==> src/rtl/aes256_sbox_arbiter.sv <==
// rtl/aes256_sbox_arbiter.sv - shares one SubBytes/InvSubBytes S-box bank between the
// round datapath (128-bit state) and key expansion (32-bit SubWord), one operation in flight.
module aes256_sbox_arbiter #(
  parameter int ARB_MODE = 1
) (
  input  logic         clk_i,
  input  logic         rst_i,
  input  logic         st_req_i,
  input  logic         st_mode_i,
  input  logic [127:0] st_data_i,
  output logic         st_ack_o,
  output logic         st_vld_o,
  output logic [127:0] st_data_o,
  input  logic         kw_req_i,
  input  logic [31:0]  kw_data_i,
  output logic         kw_ack_o,
  output logic         kw_vld_o,
  output logic [31:0]  kw_data_o,
  output logic         sb_mode_o,
  output logic [127:0] sb_state_o,
  input  logic [127:0] sb_state_i,
  output logic         busy_o
);

  typedef enum logic [1:0] {
    IDLE   = 2'd0,
    LOOKUP = 2'd1,
    RESP   = 2'd2
  } state_t;

  state_t       state;
  logic [127:0] op_reg;
  logic         mode_reg;
  logic         owner_kw;
  logic         last_kw;
  logic         can_accept;
  logic         grant_kw;
  logic         grant_st;

  // A new operation may be accepted while the previous result is being returned.
  always_comb begin
    can_accept = !rst_i && (state == IDLE || state == RESP);
    if (st_req_i && kw_req_i) begin
      grant_kw = (ARB_MODE == 0) ? 1'b1 : !last_kw;
    end else begin
      grant_kw = kw_req_i;
    end
    grant_st = st_req_i && !grant_kw;
  end

  assign st_ack_o   = can_accept && grant_st;
  assign kw_ack_o   = can_accept && grant_kw;
  assign sb_state_o = (state == LOOKUP) ? op_reg : 128'h0;
  assign sb_mode_o  = (state == LOOKUP) && mode_reg;
  assign busy_o     = (state == LOOKUP) || (state == RESP);

  always_ff @(posedge clk_i) begin
    if (rst_i) begin
      state     <= IDLE;
      op_reg    <= 128'h0;
      mode_reg  <= 1'b0;
      owner_kw  <= 1'b0;
      last_kw   <= 1'b0;
      st_vld_o  <= 1'b0;
      kw_vld_o  <= 1'b0;
      st_data_o <= 128'h0;
      kw_data_o <= 32'h0;
    end else begin
      st_vld_o <= 1'b0;
      kw_vld_o <= 1'b0;
      case (state)
        IDLE, RESP: begin
          if (st_ack_o || kw_ack_o) begin
            state    <= LOOKUP;
            owner_kw <= kw_ack_o;
            last_kw  <= kw_ack_o;
            // SubWord only ever uses the forward S-box.
            if (kw_ack_o) begin
              op_reg   <= {96'h0, kw_data_i};
              mode_reg <= 1'b0;
            end else begin
              op_reg   <= st_data_i;
              mode_reg <= st_mode_i;
            end
          end else begin
            state <= IDLE;
          end
        end
        LOOKUP: begin
          state <= RESP;
          if (owner_kw) begin
            kw_data_o <= sb_state_i[31:0];
            kw_vld_o  <= 1'b1;
          end else begin
            st_data_o <= sb_state_i;
            st_vld_o  <= 1'b1;
          end
        end
        default: state <= IDLE;
      endcase
    end
  end

endmodule

==> config.mk <==
export PLATFORM = sky130hd
export DESIGN_NAME = aes256_sbox_arbiter
export DESIGN_NICKNAME = d
export VERILOG_FILES = /design/src/rtl/aes256_sbox_arbiter.sv
export SDC_FILE = /design/constraint.sdc
export NUM_CORES = 1
export LEC_CHECK = 0
export CORE_AREA = 8 8 225 227
export DETAILED_ROUTE_END_ITERATION = 8
export DIE_AREA = 0 0 233 235
export GPL_TIMING_DRIVEN = 0
export HOLD_SLACK_MARGIN = 0.15
export PLACE_DENSITY = 0.54
export SLEW_MARGIN = 0
export SYNTH_ARGS = -nofsm -noshare
export SYNTH_HDL_FRONTEND = slang
export SYNTH_SLANG_ARGS = --single-unit
==> constraint.sdc <==
create_clock -name clk_i -period 2.4 [get_ports clk_i]
set_input_delay 0.36 -clock clk_i [delete_from_list [all_inputs] [get_ports clk_i]]
set_output_delay 0.36 -clock clk_i [all_outputs]
set_load 0.01 [all_outputs]
# After elaboration in Yosys (flattened, before gate mapping)
# Cells that the tools add are included.
# Widths: inputs -> output; s select.
# word_totals
ff_bits	294
input_bits	293
out_inout_bits	294
# classes
eq_ne	2
muxes	8
bitwise_logic	2
reduce_logical	18
# op_table
cell	n
$mux 128	2
$logic_and 1x1->1	6
$reduce_and 2->1	3
$mux 1	5
$pmux 2 s2	1
$reduce_or 2->1	2
$logic_not 1->1	3
$logic_or 1x1->1	3
$eq 2x1->1 const B	1
$eq 2x2->1 const B	1
$logic_not 2->1	1
$not 1->1	2

# Longest topological paths before layout
# depth
ltp_word	8
mapped_depth	8
mapped_depth_nobuf	5

# Least setup slack after synthesis
# OpenSTA, ideal clock, no wires.
# synth_timing
path_kind	register to output
from	register state[0]
to	output kw_ack_o
t_arrival_ns	1.345
required_time_ns	2.040
setup_slack_ns	0.695
stages_incl_launch_ff	7
cell_sequence	dfxtp_1 > inv_1 > ha_1 > o21bai_4 > buf_6 > clkbuf_1 > nor2_1
# synth_via
elab_chain_len	4
# synth_lines
item	line	text
start, declared	31	state_t state;
start signal, assigned	59	state <= IDLE;
start signal, assigned	74	state <= LOOKUP;
start signal, assigned	86	state <= IDLE;
$eq 2x2->1 / $logic_not 2->1 (equally long branches)	42	can_accept = !rst_i && (state == IDLE || state == RESP);
$logic_or 1x1->1 (*)	42	
$logic_and 1x1->1 (*)	42	
$logic_and 1x1->1 (*)	52	assign kw_ack_o = can_accept && grant_kw;
end, declared	16	output logic kw_ack_o,
# Mark *: on every way between the ends. The rest lies on a longest branch, timed or not.

# Worst setup path after layout
# layout_timing
from	register state[1]
to	output sb_state_o[70]
# layout_via
elab_chain_len	2
# layout_lines
item	line	text
$eq 2x1->1	53	assign sb_state_o = (state == LOOKUP) ? op_reg : 128'h0;
$mux 128	53	
end, declared	20	output logic [127:0] sb_state_o,
# Every way passes these cells.

==> impl_metrics.env <==
export IMPL_synth_edf_count=0
export IMPL_layout_drive_gt1_share=0.1155
export IMPL_synth_most_common_cell="nand2_1"
export IMPL_place_ws_ps=-1024
export IMPL_clock_latency_ps=550
export IMPL_worstPathMaxFanout=10
export IMPL_top_layer="met5"
export IMPL_synth_xor_xnor_area_share=0
export IMPL_start_util=0.2551
export IMPL_die_w_um=233
export IMPL_drtIter0Drc=637
export IMPL_slew_headroom=0.4157
export IMPL_end_kind="output pin"
export IMPL_numPortBuffers=585
export IMPL_synth_top_family_by_area="simple AND/OR/NAND/NOR gates"
export IMPL_wl_mm=59.26
export IMPL_path_class="reg2out"
export IMPL_ys_seq_elements=294
export IMPL_fp_row_count=80
export IMPL_nFillCells=4867
export IMPL_synth_area_mux_share=0
export IMPL_peakVddDrop_mv=0.4126
export IMPL_synthSimpleGateAreaFrac=0.2375
export IMPL_path_depth=7
export IMPL_placed_cells=2708
export IMPL_synth_largest_area_cell="dfxtp_1"
export IMPL_status="complete, no violations"
export IMPL_fin_nets=2435
export IMPL_coreArea_um2=47150
export IMPL_gp_congestion=0.8618
export IMPL_maxCapViolations=0
export IMPL_hold_viol=0
export IMPL_drcViolationCount=0
export IMPL_fmax_mhz=430.3
export IMPL_drv_slew=0
export IMPL_synth_common_cells="nand2_1 (321), dfxtp_1 (294), a21oi_1 (289)"
export IMPL_synth_top_area_share=0.4893
export IMPL_clock_sinks=294
export IMPL_ys_async_sr_fraction=0
export IMPL_clk_transition_reported_paths_ps=60
export IMPL_yosys_area_share_adder=0.005201
export IMPL_seq_area_frac_synth=0.4893
export IMPL_syn_inst=1508
export IMPL_grt_pass1_wl_mm=86.12
export IMPL_syn_nets=1806
export IMPL_p_total_w=0.01354
export IMPL_placedInstanceArea_um2=18650
export IMPL_synth_area_top_cells="dfxtp_1 (49%), a21oi_1 (12%), nand2_1 (10%)"
export IMPL_worstRegToRegCells=7
export IMPL_syn_to_final_growth_pct=64.83
export IMPL_layoutNonFillerInstCount=2783
export IMPL_cp_required_ps=2040
export IMPL_ant_nets=0
export IMPL_cts_made_buffers=37
export IMPL_antenna_found_initial=13
export IMPL_rsz0062_at_grt="true"
export IMPL_via_count=13340
export IMPL_p_leak_nw=7.357
export IMPL_clock_root_buffer="clkbuf_16"
export IMPL_clock_path_buffers=3
export IMPL_wl_met3_mm=6.401
export IMPL_syn_area_um2=12030
export IMPL_hold_class="in2reg"
export IMPL_track_usage=0.2039
export IMPL_postLayoutCellArea_um2=19830
export IMPL_drt_wirelength_per_cell_um=21.29
export IMPL_grt_pass1_vias=13369
export IMPL_fp_dieH_um=235
export IMPL_htreeDepth=2
export IMPL_pin_count=587
export IMPL_synthDistinctLibCells=29
export IMPL_path_delay_family="buffers and inverters"
export IMPL_finalWorstSetupSlack_ps=75.83
export IMPL_synth_compound_area_frac=0.2032
export IMPL_power_density_nw_per_um2=682.7
export IMPL_holdPathStages=3
export IMPL_first_pass_iters=5
export IMPL_overflow=0
export IMPL_synth_avg_cell_area_um2=7.976
export IMPL_hpwl_mm=46.79
export IMPL_die_area_um2=54760
export IMPL_ys_flop_type="dfxtp_1"
export IMPL_worst_pin_slew_ps=876.5
export IMPL_clock_skew_ps=21.74
export IMPL_period_share=0.9684
export IMPL_setup_viol=0
export IMPL_drt_met1_wl_mm=21.90
export IMPL_path_cells="inv_2 -> ha_4 -> buf_4 -> clkbuf_16 -> clkbuf_8 -> and2_1 -> buf_2"
export IMPL_critPathLaunchType="flop"
export IMPL_min_period_ps=2324
export IMPL_cts_tree="built"
export IMPL_cp_num_buf_inv=5
export IMPL_arrival_ps=1960
export IMPL_grt_max_degree=20
export IMPL_wl_met2_mm=29.19
export IMPL_crit_path_top_delay_cell="dfxtp_2"
export IMPL_yosysWarnings=0
export IMPL_viasPerCell=4.793
export IMPL_critPathMaxStageDelay_ps=350
metrics by stage:
step	utilization	setup TNS (ps)	hold WS [ps]
CTS	0.4202	-88.45	311.9
detailed placement	0.3956	-83840	446.7
finish	0.4205	0	350.0
global placement	0.3956	-78530	442.5
floorplan	-	0	448.9
global route	0.4204	-8.820	353.0
power breakdown:
group	switching, W	internal [W]	leakage [nW]
Combinational	0.00134	0.00123	4.35
Clock	0.00228	0.00337	0.610
Sequential	0.000147	0.00518	2.39
Total	0.00376	0.00977	7.36
cell type report:
class / count / area [µm²] / area share
Antenna cell: 4 / 10.01 / 0.0005049
Buffer: 158 / 923.4 / 0.04658
Clock buffer: 48 / 1027 / 0.05181
Clock inverter: 18 / 193.9 / 0.009782
Inverter: 3 / 11.26 / 0.0005680
Multi-Input combinational cell: 1052 / 5393 / 0.2720
Sequential cell: 294 / 5892 / 0.2972
Tap cell: 615 / 769.5 / 0.03881
Timing Repair Buffer: 591 / 5605 / 0.2827
kinds of logic (layout without fill, tap and decap cells):
kind of cell / count (synthesis) / after routing
compound gates: 455 / 455
fa+ha+maj: 5 / 5
buf+inv: 162 / 818
flops: 294 / 294
other cells: 0 / 4
simple gates: 592 / 592
placed cells by master (no fill, tap or decap), types with 2 or more instances in the layout:
cell type        synthesis  routed
and2_4                   0       5
nand4_1                 97      97
inv_1                    3       2
o21ai_0                129     129
clkdlybuf4s50_1          0     454
clkbuf_1                79      69
a21oi_1                289     289
nand3_1                 32      32
clkdlybuf4s15_1          0      15
diode_2                  0       4
buf_4                   16      22
nor2b_1                  2       2
buf_2                   57     109
bufinv_16                0       3
ha_2                     0       2
nand2_1                321     321
clkbuf_8                 0      17
nand2b_1                 2       2
dfxtp_1                294     291
dfxtp_2                  0       2
clkbuf_16                0      39
nor2_1                   3       3
clkbuf_2                 2       3
inv_6                    0       3
ha_1                     5       2
clkinv_2                 0      10
dlygate4sd2_1            0      46
buf_6                    5       4
a311oi_1                32      32
and2_1                 129     124
clkdlybuf4s15_2          0      17
worst register-to-register path: cells and delay by family, from the launching register on:
kind                     cells  cell delay [ps]
AO/OA/AOI/OAI                3              650
adder cells (fa/ha/maj)      1              210
flip-flops                   1              370
buffers and inverters        3              650
path summary, 6_finish.rpt:
kind                            slack, ps                           to                        from
worst min register to register        450   st_data_o[26]$_SDFFE_PP0P_  st_data_o[26]$_SDFFE_PP0P_
worst max register to register        420       op_reg[5]$_SDFFE_PP0P_         state[0]$_SDFF_PP0_
worst min-delay path                  350  st_data_o[120]$_SDFFE_PP0P_             sb_state_i[120]
worst max-delay path                   80               sb_state_o[70]         state[1]$_SDFF_PP0_
routing by layer:
layer | global-route usage | up-vias
li1 | - | 6460
met1 | 0.2173 | 6248
met2 | 0.3581 | 517
met3 | 0.08784 | 99
met4 | 0.06428 | 16
met5 | 0 | -
timing repair:
item	CTS	global route
pin swaps	1	0
setup buffers	5	0
gates resized for setup	387	11
setup endpoints to repair	131	11
endpoints found under the hold margin	0	0
gates cloned	1	0
hold buffers	0	0
Note: power is estimated with default switching activity, not from simulation.
